<file path="src/rtl/systolic_feed_if.sv">
// Bus bundle between the systolic feed controller and its environment: operand
// stream handshake, job control, FIFO bank strobes and status.
interface systolic_feed_if #(
  parameter int ROWS    = 4,
  parameter int WORDLEN = 8
);
  logic               start;
  logic [4:0]         k_len;
  logic               in_valid;
  logic [WORDLEN-1:0] in_data;
  logic               in_ready;
  logic [WORDLEN-1:0] buf_din;
  logic [ROWS-1:0]    buf_write;
  logic [ROWS-1:0]    buf_read;
  logic               buf_rstn;
  logic [ROWS-1:0]    row_valid;
  logic               busy;
  logic               done;
  logic [1:0]         err;

  modport master (
    output start, k_len, in_valid, in_data,
    input  in_ready, buf_din, buf_write, buf_read, buf_rstn, row_valid, busy, done, err
  );

  modport slave (
    input  start, k_len, in_valid, in_data,
    output in_ready, buf_din, buf_write, buf_read, buf_rstn, row_valid, busy, done, err
  );
endinterface

</file>
<file path="src/rtl/systolic_feed_ctrl.sv">
// Loads a column-major operand stream into ROWS row FIFOs, then reads them out in a
// skewed staircase to form the diagonal wavefront of a systolic PE array.
module systolic_feed_ctrl #(
  parameter int ROWS      = 4,
  parameter int WORDLEN   = 8,
  parameter int DEPTH     = 10,
  parameter int PAD       = 0,
  parameter int DRAIN_CYC = 8
) (
  input  logic            clk,
  input  logic            rst,
  systolic_feed_if.slave  bus
);

  typedef enum logic [2:0] {S_IDLE, S_LOAD, S_FEED, S_DRAIN, S_DONE} state_t;

  localparam int RW = $clog2(ROWS);
  localparam int WW = $clog2(ROWS * 31 + 1);
  localparam int DW = (DRAIN_CYC > 2) ? $clog2(DRAIN_CYC - 1) : 1;
  localparam logic [4:0] CAP   = 5'(DEPTH - 1);
  localparam logic [4:0] K_MAX = 5'(DEPTH - 1 - PAD);
  localparam logic [4:0] PAD_W = 5'(PAD);

  state_t          state, state_nx;
  logic [4:0]      k;
  logic [WW-1:0]   w;
  logic [RW-1:0]   tr;
  logic [5:0]      t;
  logic [DW-1:0]   dcnt;
  logic [4:0]      occ [ROWS];
  logic [1:0]      err_q;
  logic            rst_q;
  logic [ROWS-1:0] row_valid_q;

  logic            ready, xfer, k_bad;
  logic            load_last, feed_last, drain_last;
  logic [ROWS-1:0] wr, rd;
  logic [WW-1:0]   total;

  // NOTE: every signal assigned here gets a default first, so no path leaves one
  // unassigned and no latch is inferred.
  always_comb begin
    total      = WW'(ROWS) * WW'(k);
    ready      = !rst && (state == S_LOAD) && (occ[tr] < CAP);
    xfer       = ready && bus.in_valid;
    wr         = xfer ? (ROWS'(1) << tr) : '0;
    rd         = '0;
    if (!rst && state == S_FEED) begin
      for (int r = 0; r < ROWS; r++)
        rd[r] = (t >= 6'(r)) && (t < 6'(r) + 6'(k));
    end
    load_last  = xfer && (w == total - WW'(1));
    feed_last  = (t == 6'(k) + 6'(ROWS - 2));
    drain_last = (dcnt == DW'(DRAIN_CYC - 2));
    k_bad      = bus.k_len > K_MAX;
  end

  // The drain window is measured from the last read strobe, so that strobe's own
  // cycle counts as the first of the DRAIN_CYC cycles.
  always_comb begin
    state_nx = state;
    case (state)
      S_IDLE:  if (bus.start) state_nx = (bus.k_len == 5'd0 || k_bad) ? S_DONE : S_LOAD;
      S_LOAD:  if (load_last) state_nx = S_FEED;
      S_FEED:  if (feed_last) state_nx = (DRAIN_CYC > 1) ? S_DRAIN : S_DONE;
      S_DRAIN: if (drain_last) state_nx = S_DONE;
      S_DONE:  state_nx = S_IDLE;
      default: state_nx = S_IDLE;
    endcase
  end

  // NOTE: sequential state uses non-blocking assignments only, so every register
  // samples the pre-edge values regardless of statement order.
  always_ff @(posedge clk) begin
    if (rst) begin
      state       <= S_IDLE;
      k           <= '0;
      w           <= '0;
      tr          <= '0;
      t           <= '0;
      dcnt        <= '0;
      err_q       <= '0;
      rst_q       <= 1'b1;
      row_valid_q <= '0;
      // NOTE: the occupancy array mirrors the FIFO contents and must be reset along
      // with them, including the preloaded pad words.
      for (int r = 0; r < ROWS; r++) occ[r] <= PAD_W;
    end else begin
      state       <= state_nx;
      rst_q       <= 1'b0;
      row_valid_q <= rd;
      case (state)
        S_IDLE: if (bus.start) begin
          k     <= bus.k_len;
          w     <= '0;
          tr    <= '0;
          t     <= '0;
          err_q <= {1'b0, k_bad};
        end
        S_LOAD: if (xfer) begin
          w  <= w + WW'(1);
          tr <= (tr == RW'(ROWS - 1)) ? '0 : tr + RW'(1);
        end
        S_FEED: begin
          t    <= t + 6'd1;
          dcnt <= '0;
        end
        S_DRAIN: dcnt <= dcnt + DW'(1);
        default: ;
      endcase
      // A read on an empty row still goes out; flag it and hold the count at zero.
      for (int r = 0; r < ROWS; r++) begin
        if (wr[r]) begin
          occ[r] <= occ[r] + 5'd1;
        end else if (rd[r]) begin
          if (occ[r] != 5'd0) occ[r] <= occ[r] - 5'd1;
          else                err_q[1] <= 1'b1;
        end
      end
    end
  end

  // Outputs read as their reset values during the rst cycle itself.
  assign bus.in_ready  = ready;
  assign bus.buf_din   = bus.in_data;
  assign bus.buf_write = wr;
  assign bus.buf_read  = rd;
  assign bus.buf_rstn  = !(rst || rst_q);
  assign bus.row_valid = rst ? '0 : row_valid_q;
  assign bus.busy      = !rst && (state != S_IDLE);
  assign bus.done      = !rst && (state == S_DONE);
  assign bus.err       = rst ? 2'b00 : err_q;

endmodule

</file>
<file path="src/flat_wrapper.sv">
// flat-port wrapper written by rule: the top's interface ports become plain ports
module systolic_feed_ctrl_flat 
#(
  parameter int ROWS      = 4,
  parameter int WORDLEN   = 8,
  parameter int DEPTH     = 10,
  parameter int PAD       = 0,
  parameter int DRAIN_CYC = 8
)
  (clk, rst, bus_start, bus_k_len, bus_in_valid, bus_in_data, bus_in_ready, bus_buf_din, bus_buf_write, bus_buf_read, bus_buf_rstn, bus_row_valid, bus_busy, bus_done, bus_err);
  systolic_feed_if #(.ROWS(ROWS), .WORDLEN(WORDLEN)) bus_i ();
  input  logic clk;
  input  logic rst;
  input wire logic [$bits(bus_i.start)-1:0] bus_start;
  input wire logic [$bits(bus_i.k_len)-1:0] bus_k_len;
  input wire logic [$bits(bus_i.in_valid)-1:0] bus_in_valid;
  input wire logic [$bits(bus_i.in_data)-1:0] bus_in_data;
  output wire logic [$bits(bus_i.in_ready)-1:0] bus_in_ready;
  output wire logic [$bits(bus_i.buf_din)-1:0] bus_buf_din;
  output wire logic [$bits(bus_i.buf_write)-1:0] bus_buf_write;
  output wire logic [$bits(bus_i.buf_read)-1:0] bus_buf_read;
  output wire logic [$bits(bus_i.buf_rstn)-1:0] bus_buf_rstn;
  output wire logic [$bits(bus_i.row_valid)-1:0] bus_row_valid;
  output wire logic [$bits(bus_i.busy)-1:0] bus_busy;
  output wire logic [$bits(bus_i.done)-1:0] bus_done;
  output wire logic [$bits(bus_i.err)-1:0] bus_err;
  assign bus_i.start = bus_start;
  assign bus_i.k_len = bus_k_len;
  assign bus_i.in_valid = bus_in_valid;
  assign bus_i.in_data = bus_in_data;
  assign bus_in_ready = bus_i.in_ready;
  assign bus_buf_din = bus_i.buf_din;
  assign bus_buf_write = bus_i.buf_write;
  assign bus_buf_read = bus_i.buf_read;
  assign bus_buf_rstn = bus_i.buf_rstn;
  assign bus_row_valid = bus_i.row_valid;
  assign bus_busy = bus_i.busy;
  assign bus_done = bus_i.done;
  assign bus_err = bus_i.err;
  systolic_feed_ctrl #(.ROWS(ROWS), .WORDLEN(WORDLEN), .DEPTH(DEPTH), .PAD(PAD), .DRAIN_CYC(DRAIN_CYC)) u_core (.clk(clk), .rst(rst), .bus(bus_i));
endmodule
</file>
<file path="config.mk">
export PLATFORM = sky130hd
export DESIGN_NAME = systolic_feed_ctrl_flat
export DESIGN_NICKNAME = d
export VERILOG_FILES = /design/src/rtl/systolic_feed_if.sv /design/src/rtl/systolic_feed_ctrl.sv /design/src/flat_wrapper.sv
export SDC_FILE = /design/constraint.sdc
export NUM_CORES = 1
export LEC_CHECK = 0
export CORE_MARGIN = 5
export CORE_UTILIZATION = 51
export CTS_CLUSTER_SIZE = 25
export DETAILED_ROUTE_END_ITERATION = 8
export GPL_ROUTABILITY_DRIVEN = 0
export GPL_TIMING_DRIVEN = 0
export PLACE_DENSITY = 0.76
export SYNTH_ARGS = -nofsm -noshare
export SYNTH_HDL_FRONTEND = slang
export SYNTH_SLANG_ARGS = --single-unit
export TNS_END_PERCENT = 50
</file>
<file path="constraint.sdc">
create_clock -name clk -period 3.29 [get_ports clk]
set_input_delay 0.658 -clock clk [delete_from_list [all_inputs] [get_ports clk]]
set_output_delay 0.658 -clock clk [all_outputs]
set_load 0.1 [all_outputs]
</file>
==> impl_metrics.env <==
export IMPL_status="complete, no violations"
export IMPL_ctsHtreeMaxLevel=2
export IMPL_synth_edff_count=20
export IMPL_die_area_um2=9740
export IMPL_arrival_ps=2580
export IMPL_cts_tree="done"
export IMPL_crit_path_max_fanout=4
export IMPL_final_cell_mix="ha_1, nor2_1, buf_4, nand2_1"
export IMPL_fmax_ghz=0.309
export IMPL_grt_setup_unrepaired="true"
export IMPL_wl_per_cell_um=15.8
export IMPL_max_slew_margin_rel=0.351
export IMPL_rows=32
export IMPL_fp_dieH_um=98.7
export IMPL_vias=3496
export IMPL_synth_seq_area_share=0.324
export IMPL_drt_total_wl_um=9810
export IMPL_syn_area_um2=4010
export IMPL_grt_pass1_wl_um=15700
export IMPL_pwr_density_cell_nw_per_um2=282
export IMPL_multiInputGateArea_um2=2640
export IMPL_fillers=635
export IMPL_maxCapViolations=0
export IMPL_start_util=0.522
export IMPL_ys_async_sr_fraction=0
export IMPL_grt_max_degree=17
export IMPL_max_vdd_ir_drop_v=0.000206
export IMPL_fin_setup_tns_ps=0
export IMPL_regArea_um2=1310
export IMPL_seqPwrFrac=0.519
export IMPL_coreArea_um2=7690
export IMPL_endpoint_kind="primary output"
export IMPL_synth_compound_area_share=0.125
export IMPL_antenna_found_initial=0
export IMPL_final_max_slew_viol_count=0
export IMPL_placed_cells=589
export IMPL_viasPerCell=5.62
export IMPL_post_route_period_util=0.984
export IMPL_drtPass1Iterations=4
export IMPL_pin_count=43
export IMPL_grt_pass1_vias=3353
export IMPL_clock_latency_ps=320
export IMPL_synth_top_family_by_area="simple AND/OR/NAND/NOR gates"
export IMPL_syn_to_final_growth_pct=26.1
export IMPL_synthesis_nets=523
export IMPL_grt_overflow=0
export IMPL_final_common_cell="ha_1"
export IMPL_hpwl_um=7320
export IMPL_pwr_share_clk=0.268
export IMPL_ys_types=57
export IMPL_slowest_stage="clkdlybuf4s15_2"
export IMPL_layout_drive_gt1_share=0.219
export IMPL_syn_avg_cell_area_um2=8.85
export IMPL_ant_nets=0
export IMPL_nNetsFinal=589
export IMPL_leakage_uw=0.00216
export IMPL_netSwitchingFraction=0.306
export IMPL_synthMuxAreaShare=0.0243
export IMPL_num_antenna_cells=0
export IMPL_finalHoldViolations=0
export IMPL_clk_path_buf_depth=2
export IMPL_io_buffers=34
export IMPL_power_uw=1420
export IMPL_cp_cell_sequence="buf_6 -> or4b_4 -> a311o_1 -> buf_4 -> nor3_4 -> clkdlybuf4s15_2"
export IMPL_worst_pin_slew_ps=971
export IMPL_first_iter_violations=133
export IMPL_pwr_share_comb=0.214
export IMPL_synthXorXnorAreaFrac=0.0546
export IMPL_min_delay_path_class="input pin to flop"
export IMPL_switchingPower_uw=435
export IMPL_cts_root_buf="clkbuf_8"
export IMPL_synthAdderAreaFrac=0.171
export IMPL_drc=0
export IMPL_yosys_area_share_simple=0.231
export IMPL_finClkSkew_ps=14.9
export IMPL_ys_warnings_count=0
export IMPL_clkTransAtPathRegs_ps=90
export IMPL_cp_required_ps=2630
export IMPL_synth_flop_cell="dfxtp_1"
export IMPL_numCtsBuffers=5
export IMPL_netlist_instances=453
export IMPL_ys_ff_latch=55
export IMPL_internal_power_uw=988
export IMPL_setup_viol=0
export IMPL_r2r_slack_ps=90
export IMPL_die_x_um=98.7
export IMPL_start_kind="input pin"
export IMPL_slowest_delay_ps=570
export IMPL_finalNonFillerCells=622
export IMPL_cts_sinks=55
export IMPL_cts_hold_fix_buffers=0
export IMPL_crit_type="input pin to primary output"
export IMPL_grt_usage=0.198
export IMPL_finalWorstPathRequiredPeriod_ps=3240
[layout make-up]
| cell class | instances | share of cell area |
|---|---|---|
| tap | 102 | 0.0252 |
| clock inverter | 2 | 0.00223 |
| timing repair buffer | 59 | 0.113 |
| clock buffer | 6 | 0.0144 |
| sequential | 55 | 0.259 |
| inverter | 36 | 0.0290 |
| multi-input combinational | 337 | 0.522 |
| buffer | 25 | 0.0347 |
[cell usage after synthesis (3+ instances only)]
| library cell | number | area, um^2 |
|---|---|---|
| nor3b_1 | 5 | 37.5 |
| nand3_1 | 13 | 65.1 |
| nand2b_1 | 8 | 50.1 |
| mux2i_1 | 3 | 30.0 |
| ha_1 | 50 | 626 |
| xnor2_1 | 15 | 131 |
| mux2_2 | 4 | 45.0 |
| xor2_1 | 10 | 87.6 |
| and2_1 | 7 | 43.8 |
| a21o_1 | 7 | 52.6 |
| o31ai_1 | 4 | 30.0 |
| edfxtp_1 | 20 | 601 |
| o21ai_0 | 6 | 30.0 |
| and3_1 | 5 | 31.3 |
| nor4b_1 | 4 | 35.0 |
| nor3_1 | 10 | 50.1 |
| a21oi_1 | 36 | 180 |
| nand2_1 | 35 | 131 |
| buf_4 | 9 | 67.6 |
| clkbuf_1 | 12 | 45.0 |
| a22oi_1 | 3 | 22.5 |
| dfxtp_1 | 35 | 701 |
| a211oi_1 | 3 | 22.5 |
| fa_1 | 3 | 60.1 |
| nor2b_1 | 14 | 87.6 |
| nand3b_1 | 4 | 30.0 |
| nand4_1 | 9 | 56.3 |
| nor2_1 | 38 | 143 |
| inv_1 | 36 | 135 |
| or3_1 | 10 | 62.6 |
[critical path: cells and delay by family]
family / cells / cell delay [ps]
AOI/OAI and AO/OA: 1 / 390
and+or+nand+nor: 2 / 680
buffers and inverters: 3 / 850
[power groups by stage]
stage | Combinational, uW | Clock, uW | Sequential (uW)
global placement | 279 | 0 | 753
CTS | 288 | 390 | 738
detailed placement | 285 | 0 | 754
global route | 329 | 421 | 740
finish | 304 | 381 | 738
floorplan | 218 | 0 | 749
[layer usage]
metal / track usage / vias to the layer above / wire, um
met4: 0.0651 / 0 / 127
met5: 0 / - / 0
met1: 0.234 / 1691 / 4190
met3: 0.0340 / 11 / 424
met2: 0.360 / 79 / 5070
li1: - / 1715 / -
[cells by family after synthesis]
family	count (synthesis)
adder cells (fa/ha/maj)	53
buffers and inverters	61
AND/OR/NAND/NOR	173
flip-flops	55
AO/OA/AOI/OAI	78
multiplexers	8
XOR/XNOR	25
[what timing repair did]
action,CTS,global route
endpoints found under the setup margin,23,16
pin swaps,3,16
gates resized for setup,78,31
buffers inserted,9,16
[sequential cells by signal, indices dropped and copies added, names as in the netlist, named ones only]
| signal | cells |
|---|---|
| u_core.t | 6 |
| u_core.dcnt | 3 |
| u_core.row_valid_q | 4 |
| u_core.k | 5 |
| u_core.state | 3 |
| u_core.tr | 2 |
| u_core.rst_q | 1 |
| u_core.w | 7 |
| u_core.err_q | 2 |
| u_core.occ | 20 |
[per-stage QoR]
| step | worst slack, ps | instance area (um^2) | utilization | hold slack (ps) |
|---|---|---|---|---|
| after floorplan | -384 | 4180 | - | 472 |
| final | 51.3 | 5050 | 0.658 | 467 |
| after detailed placement | -1560 | 4650 | 0.605 | 495 |
| after CTS | 4.19 | 4870 | 0.633 | 511 |
| after global routing | -84.1 | 5050 | 0.658 | 447 |
| after global placement | -1570 | 4650 | 0.605 | 485 |
[worst paths after layout]
path                                                   start                             end  depth (start not counted)
worst max-delay path                                     rst                    bus_in_ready                          6
worst min-delay path                                     rst            u_core.rst_q$_DFF_P_                          1
worst max register to register      u_core.k[1]$_SDFFE_PP0P_  u_core.occ[1][4]$_SDFFCE_PN0P_                         15
worst min register to register  u_core.err_q[0]$_SDFFE_PP0P_    u_core.err_q[0]$_SDFFE_PP0P_                          2
No activity file was read; power rests on OpenSTA's default activity.
